**config.mk**
```make
export PLATFORM = sky130hd
export DESIGN_NAME = majority_vote_scheduler
export DESIGN_NICKNAME = d
export VERILOG_FILES = /design/src/rtl/majority_vote_scheduler.sv
export SDC_FILE = /design/constraint.sdc
export NUM_CORES = 1
export LEC_CHECK = 0
export BUFFER_PORTS_ARGS = -buffer_cell sky130_fd_sc_hd__clkbuf_2
export CELL_PAD_IN_SITES_DETAIL_PLACEMENT = 1
export CELL_PAD_IN_SITES_GLOBAL_PLACEMENT = 1
export CORE_ASPECT_RATIO = 0.75
export CORE_MARGIN = 2
export CORE_UTILIZATION = 37
export DETAILED_ROUTE_END_ITERATION = 16
export HOLD_SLACK_MARGIN = 0.06
export PLACE_DENSITY_LB_ADDON = 0.15
export SETUP_SLACK_MARGIN = 0.4
export SKIP_CTS_REPAIR_TIMING = 1
export SLEW_MARGIN = 0
export SYNTH_ARGS = -nofsm -noshare
export SYNTH_HDL_FRONTEND = slang
export SYNTH_SLANG_ARGS = --single-unit
```
**constraint.sdc**
```tcl
create_clock -name clk -period 2.3 [get_ports clk]
set_input_delay 0.115 -clock clk [delete_from_list [all_inputs] [get_ports clk]]
set_output_delay 0.115 -clock clk [all_outputs]
set_load 0.02 [all_outputs]
```
**src/rtl/majority_vote_scheduler.sv**
```systemverilog
// Round-robin scheduler that time-shares one 3-input majority detector
// among NREQ requesters and returns each result with its requester index.
module majority_vote_scheduler #(
  parameter int unsigned NREQ  = 4,
  parameter int unsigned ID_W  = 2,
  parameter int unsigned CNT_W = 8
) (
  input  logic              clk,
  input  logic              rst_n,
  input  logic [NREQ-1:0]   req_val,
  output logic [NREQ-1:0]   req_rdy,
  input  logic [3*NREQ-1:0] req_votes,
  output logic              resp_val,
  input  logic              resp_rdy,
  output logic              resp_out,
  output logic [ID_W-1:0]   resp_id,
  output logic [CNT_W-1:0]  true_count,
  output logic              busy
);

  typedef enum logic [1:0] {
    IDLE = 2'd0,
    EVAL = 2'd1,
    RESP = 2'd2
  } state_e;

  state_e             state_q, state_d;
  logic [ID_W-1:0]    rr_ptr_q, rr_ptr_d;
  logic [2:0]         vote_q, vote_d;
  logic [ID_W-1:0]    id_q, id_d;
  logic               resp_out_q, resp_out_d;
  logic [ID_W-1:0]    resp_id_q, resp_id_d;
  logic [CNT_W-1:0]   true_count_q, true_count_d;

  logic               grant_vld_c;
  logic [ID_W-1:0]    grant_id_c;
  logic [ID_W-1:0]    idx_c;
  logic [2:0]         grant_votes_c;

  // Round-robin search for the first valid requester starting at rr_ptr.
  always_comb begin
    grant_vld_c = 1'b0;
    grant_id_c  = '0;
    idx_c       = '0;
    for (int unsigned k = 0; k < NREQ; k++) begin
      idx_c = ID_W'((32'(rr_ptr_q) + k) % NREQ);
      if (!grant_vld_c && req_val[idx_c]) begin
        grant_vld_c = 1'b1;
        grant_id_c  = idx_c;
      end
    end
  end

  // Select the vote triple of the granted requester.
  always_comb begin
    grant_votes_c = '0;
    for (int unsigned k = 0; k < NREQ; k++) begin
      if (ID_W'(k) == grant_id_c) begin
        grant_votes_c = req_votes[3*k +: 3];
      end
    end
  end

  // Ready is one-hot on the grant, only while idle and out of reset.
  always_comb begin
    req_rdy = '0;
    if (rst_n && (state_q == IDLE) && grant_vld_c) begin
      req_rdy[grant_id_c] = 1'b1;
    end
  end

  // Next-state and datapath update for the accept/evaluate/respond sequence.
  always_comb begin
    state_d      = state_q;
    rr_ptr_d     = rr_ptr_q;
    vote_d       = vote_q;
    id_d         = id_q;
    resp_out_d   = resp_out_q;
    resp_id_d    = resp_id_q;
    true_count_d = true_count_q;
    unique case (state_q)
      IDLE: begin
        if (grant_vld_c) begin
          vote_d  = grant_votes_c;
          id_d    = grant_id_c;
          state_d = EVAL;
        end
      end
      EVAL: begin
        resp_out_d = ((vote_q[0] | vote_q[1]) & vote_q[2]) | (vote_q[0] & vote_q[1]);
        resp_id_d  = id_q;
        state_d    = RESP;
      end
      RESP: begin
        if (resp_rdy) begin
          state_d  = IDLE;
          rr_ptr_d = (id_q == ID_W'(NREQ - 1)) ? '0 : id_q + ID_W'(1);
          if (resp_out_q && (true_count_q != '1)) begin
            true_count_d = true_count_q + CNT_W'(1);
          end
        end
      end
      default: state_d = IDLE;
    endcase
  end

  // State and datapath registers; reset discards any in-flight work.
  always_ff @(posedge clk or negedge rst_n) begin
    if (!rst_n) begin
      state_q      <= IDLE;
      rr_ptr_q     <= '0;
      vote_q       <= '0;
      id_q         <= '0;
      resp_out_q   <= 1'b0;
      resp_id_q    <= '0;
      true_count_q <= '0;
    end else begin
      state_q      <= state_d;
      rr_ptr_q     <= rr_ptr_d;
      vote_q       <= vote_d;
      id_q         <= id_d;
      resp_out_q   <= resp_out_d;
      resp_id_q    <= resp_id_d;
      true_count_q <= true_count_d;
    end
  end

  assign resp_val   = (state_q == RESP);
  assign busy       = (state_q != IDLE);
  assign resp_out   = resp_out_q;
  assign resp_id    = resp_id_q;
  assign true_count = true_count_q;

endmodule

```
* Yosys cells after proc, flatten, opt, wreduce, memory -nomap -nowiden
Index checks and enable logic that the tools add are counted.
Operators by class: bitwise gates (word level) 4, divide/modulo/power cells 0, multiply operators 0, reduce and logical (&&, ||, !) cells 17, mux-type cells 27, equal/unequal tests 9, order comparisons 6, add/subtract/negate cells 5, shift-type cells 0
Operators with widths (number):
- $lt A2 B3 Y1 const B | 5
- $mux W2 | 7
- $mux W3 | 4
- $mux W1 | 9
- $add A8 B1 Y8 const B | 1
- $bmux W1 S2 | 4
- $ne A8 B8 Y1 const B | 1
- $logic_and A1 B1 Y1 | 7
- $pmux W2 S3 | 1
- $reduce_and A2 Y1 | 3
- $add A2 B1 Y2 const B | 2
- $add A2 B2 Y2 const B | 2
- $eq A2 B2 Y1 const A | 2
- $eq A2 B2 Y1 const B | 2
- $logic_not A2 Y1 | 2
- $mux W4 | 1
- $logic_not A1 Y1 | 3
- $reduce_and A3 Y1 | 1
- $and A1 B1 Y1 | 2
- $demux W1 S2 | 1
- $eq A1 B2 Y1 const A | 1
- $eq A2 B1 Y1 const B | 1
- $ge A2 B1 Y1 const B | 1
- $ne A2 B1 Y1 const B | 1
- other kinds (3) | 4
Word-level totals: bits in writable memories 0, memories kept 0, logic and storage cells 75, bits in read-only memories 0, latch bits 0, register bits 20

* Depth between registers and ports, before layout
depth in word-level cells 17, mapped depth 6, depth with buffers taken out 5

* Least setup slack after synthesis
No wires, ideal clock.
kind reg2reg, start register state_q[0], end register true_count_q[1] (netlist: true_count[1]), cell stages (with the launch flop) 5, library setup time 125 ps, arrival time 1625 ps, setup slack 550 ps, buffers on the path 0, required time 2175 ps, period minus slack after synthesis 1750 ps, cells stage by stage dfrtp_1 nor2b_1 nand3_1 a31oi_2 mux2_2
Between the ends: cells in the longest elaborated chain, start to end 2
Ends and longest elaborated chain:
- start: declaration | RTL line 27 | state_e state_q, state_d;
- start signal: assignment | RTL line 118 | state_q <= state_d;
- $eq A2 B2 Y1
- via resp_val | RTL line 13 | output logic resp_val,
- $reduce_and A3 Y1 (no line)
- end signal: assignment | RTL line 124 | true_count_q <= true_count_d;
- end: declaration | RTL line 33 | logic [CNT_W-1:0] true_count_q, true_count_d;
The timed path passes the listed nets, and every way through them passes these cells. A chain may end at the register's enable or synchronous reset.

* Worst setup path in the final report
start register rr_ptr_q[1], end register vote_q[0]
Between the ends: cells in the longest elaborated chain, start to end 17, elaborated cells on any way between the ends 34
Ends and longest elaborated chain:
- start: declaration | RTL line 28 | logic [ID_W-1:0] rr_ptr_q, rr_ptr_d;
- start signal: assignment | RTL line 119 | rr_ptr_q <= rr_ptr_d;
- branches (longest 17 deep; another with $add A2 B1 Y2)
- end signal: assignment | RTL line 120 | vote_q <= vote_d;
- end: declaration | RTL line 29 | logic [2:0] vote_q, vote_d;
Several ways; the timed one is not identified. The select of a mux whose other input is x is not followed.

==> metrics <==
CTS tree=built; layout cell share with drive strength beyond 1=between 30% and 40%; flip-flop and latch count after synthesis=20; most frequent cells in the layout=clkbuf_2, dfrtp_1, nand2_1; met3 GRT Util=5.02%; die area=3280 sq um; first-pass iteration count of the detailed router=4; Final Hold Viols=0; first-pass GRT wire length=4470 um; Worst Max-Slew Pin Slew=approximately 0.55 ns; worst r2r src=rr_ptr_q[1]$_DFFE_PN0P_; CP arrival=2.01 ns; row cnt=16; area growth from synthesis to layout=32.1%; Post-Syn Instances=97; Core Box Area=2640 sq um; Startpoint Class=flop; critical path depth=6; Final HPWL DP=2010 um; worst-path fanout max=7; Period minus WS final=between 1.5 and 2 ns; Top Usage Layer GRT=met2; Worst Setup EP=vote_q[0]$_DFFE_PN0P_; Final Cycle Share=81.3%; max_cap viols=0; DIE HEIGHT=50.1 um; status=finished, final reports clean; clk buf depth=2; initial drt markers=32; routability cong.=0.749; hold wc startpoint=resp_rdy; vias per cell=4.99; GRT Resource Usage Total=17.9%; Buf/Inv on CP=1; H-tree depth=1; Overflow after GRT=0; LEAKAGE=0.000716 uW; Largest delay share family, worst path=multiplexers; max-slew violations=0; setup TNS=0 ns; Ports=36; GR Layer Usage met2=29.4%; CP cell instances=mux2_4 -> o221ai_4 -> buf_4 -> mux2i_1 -> nor3_1 -> a211o_1; final instance area=1390 sq um; DRC Markers=0; Worst EP required=2.44 ns; clk slew on worst S/H paths=0.07 ns; met1 usage=roughly a quarter; Post-Route WL=2590 um; Synth warnings=0; Final ANT Viol Nets=0; root buf cell=clkbuf_8; PD cells=1120 nW/um^2; register area share after synthesis=between 40 and 50%; worst-skew pair later-pin latency=approximately 0.26 ns; maximum vdd drop=0.429 mV; Port Buffers=35; Crit. End Element=flop; Avg Cell Area, Syn=10.8 sq um; Slew headroom=62.8%; syn nets=about 120; TritonCTS Buffers=3; vias in the first global route=938; Clock Skews=0.00213 ns; R2R depth=6; Initial Util=39.7%; crit path kind=reg2reg; Netlist Area Pre-Place=1050 sq um; fmax=around 530 MHz; TritonCTS Sinks=20; antenna violations before repair=0; Worst setup startpoint=rr_ptr_q[1]$_DFFE_PN0P_; Placed Area=1280 sq um; Worst path slowest cell=dfrtp_2; worst flop-to-flop path endpoint=vote_q[0]$_DFFE_PN0P_; Total Nets Final=162; Hold Path Class=in2reg; RSZ-0062 raised after global routing=yes; diodes inserted=0; DR WL/cell=14.7 um; # setup viols final=0; Die Wd=65.5 um; total number of vias=879; largest net degree at the start of global routing=22; slowest stage delay, CP=~0.46 ns; r2r setup slk=0.43 ns; commonest non-fill, non-tap cell in the layout=clkbuf_2; Yosys cell types=30
## sequential cells by signal (all words and copies together), names as in the netlist
register,flops
resp_id,2
vote_q,3
resp_out,1
id_q,2
true_count,8
rr_ptr_q,2
state_q,2
## worst register-to-register path: stages (launching register included)
cell,delay [ns]
dfrtp_2,0.46
mux2_4,0.33
o221ai_4,0.24
buf_4,0.20
mux2i_1,0.20
nor3_1,0.07
a211o_1,0.27
## worst min path at each step
stage	slack, ns	cells after the start	endpoint
5_1_grt	0.13	2	state_q[1]$_DFFE_PN0P_
4_1_cts	-0.15	2	true_count[6]$_DFFE_PN0P_
6_report	0.1	2	state_q[1]$_DFFE_PN0P_
3_5_place_dp	0.13	2	true_count[6]$_DFFE_PN0P_
3_3_place_gp	0.14	2	state_q[1]$_DFFE_PN0P_
2_1_floorplan	-0.18	0	id_q[0]$_DFFE_PN0P_
## report_power, final
part	leakage [uW]	internal [uW]	switching, uW
Clock	0.0000288	152	113
Sequential	0.000257	476	116
Combinational	0.000430	310	389
## routing by layer
metal	part of all wire (%)	routed length (um)	up-vias
met1	46	1190	426
met3	3.9	102	0
met5	0	0	-
li1	-	-	435
met4	0	0	0
met2	50	1290	18
## cell usage after synthesis (all sizes together)
| cell type | number | area, sq um |
|---|---|---|
| inv | 6 | 22.5 |
| or3 | 1 | 6.26 |
| ha | 2 | 25.0 |
| nand4 | 3 | 18.8 |
| a31oi | 1 | 12.5 |
| xor2 | 1 | 8.76 |
| o41ai | 1 | 16.3 |
| o221ai | 1 | 26.3 |
| dfrtp | 20 | 500 |
| nand3 | 2 | 10.0 |
| a21oi | 3 | 15.0 |
| o21ai | 3 | 15.0 |
| buf | 1 | 5.00 |
| a21o | 1 | 7.51 |
| or3b | 1 | 8.76 |
| a211o | 3 | 26.3 |
| mux2 | 5 | 60.1 |
| a21boi | 1 | 7.51 |
| o31ai | 2 | 15.0 |
| nor3 | 6 | 30.0 |
| and3 | 3 | 18.8 |
| nand2 | 8 | 30.0 |
| nor2b | 1 | 6.26 |
| nand2b | 1 | 6.26 |
| o22ai | 1 | 6.26 |
| xnor2 | 6 | 52.6 |
| nor2 | 6 | 22.5 |
| mux2i | 6 | 60.1 |
| o22a | 1 | 8.76 |
## logic make-up after synthesis
group	synth area share, %
and+or+nand+nor	15.0
DFF	47.7
AOI/OAI and AO/OA	14.9
muxes	11.5
xor gates and xnor gates	5.85
buffers and inverters	2.62
adders and majority gates	2.39
## metrics by stage
step / hold WS (ns) / utilization (%) / worst slack, ns / power [uW] / std cells
6_report: 0.0973 / 52.4 / 0.430 / 1560 / 176
5_1_grt: 0.128 / 52.4 / 0.336 / 1690 / 176
4_1_cts: -0.150 / 50.5 / 0.239 / 1540 / 173
3_5_place_dp: 0.131 / 48.4 / 0.420 / 1270 / 169
3_3_place_gp: 0.140 / 48.4 / 0.534 / 1230 / 169
2_1_floorplan: -0.181 / - / 0.550 / 1040 / 97
## area by class of cell
type,count,area [sq um]
Multi-Input combinational cell,70,541
Inverter,6,22.5
Clock buffer,4,55.1
Timing Repair Buffer,40,220
Tap cell,36,45.0
Fill cell,319,1260
Sequential cell,20,502
No activity file was read; power rests on OpenSTA's default activity.
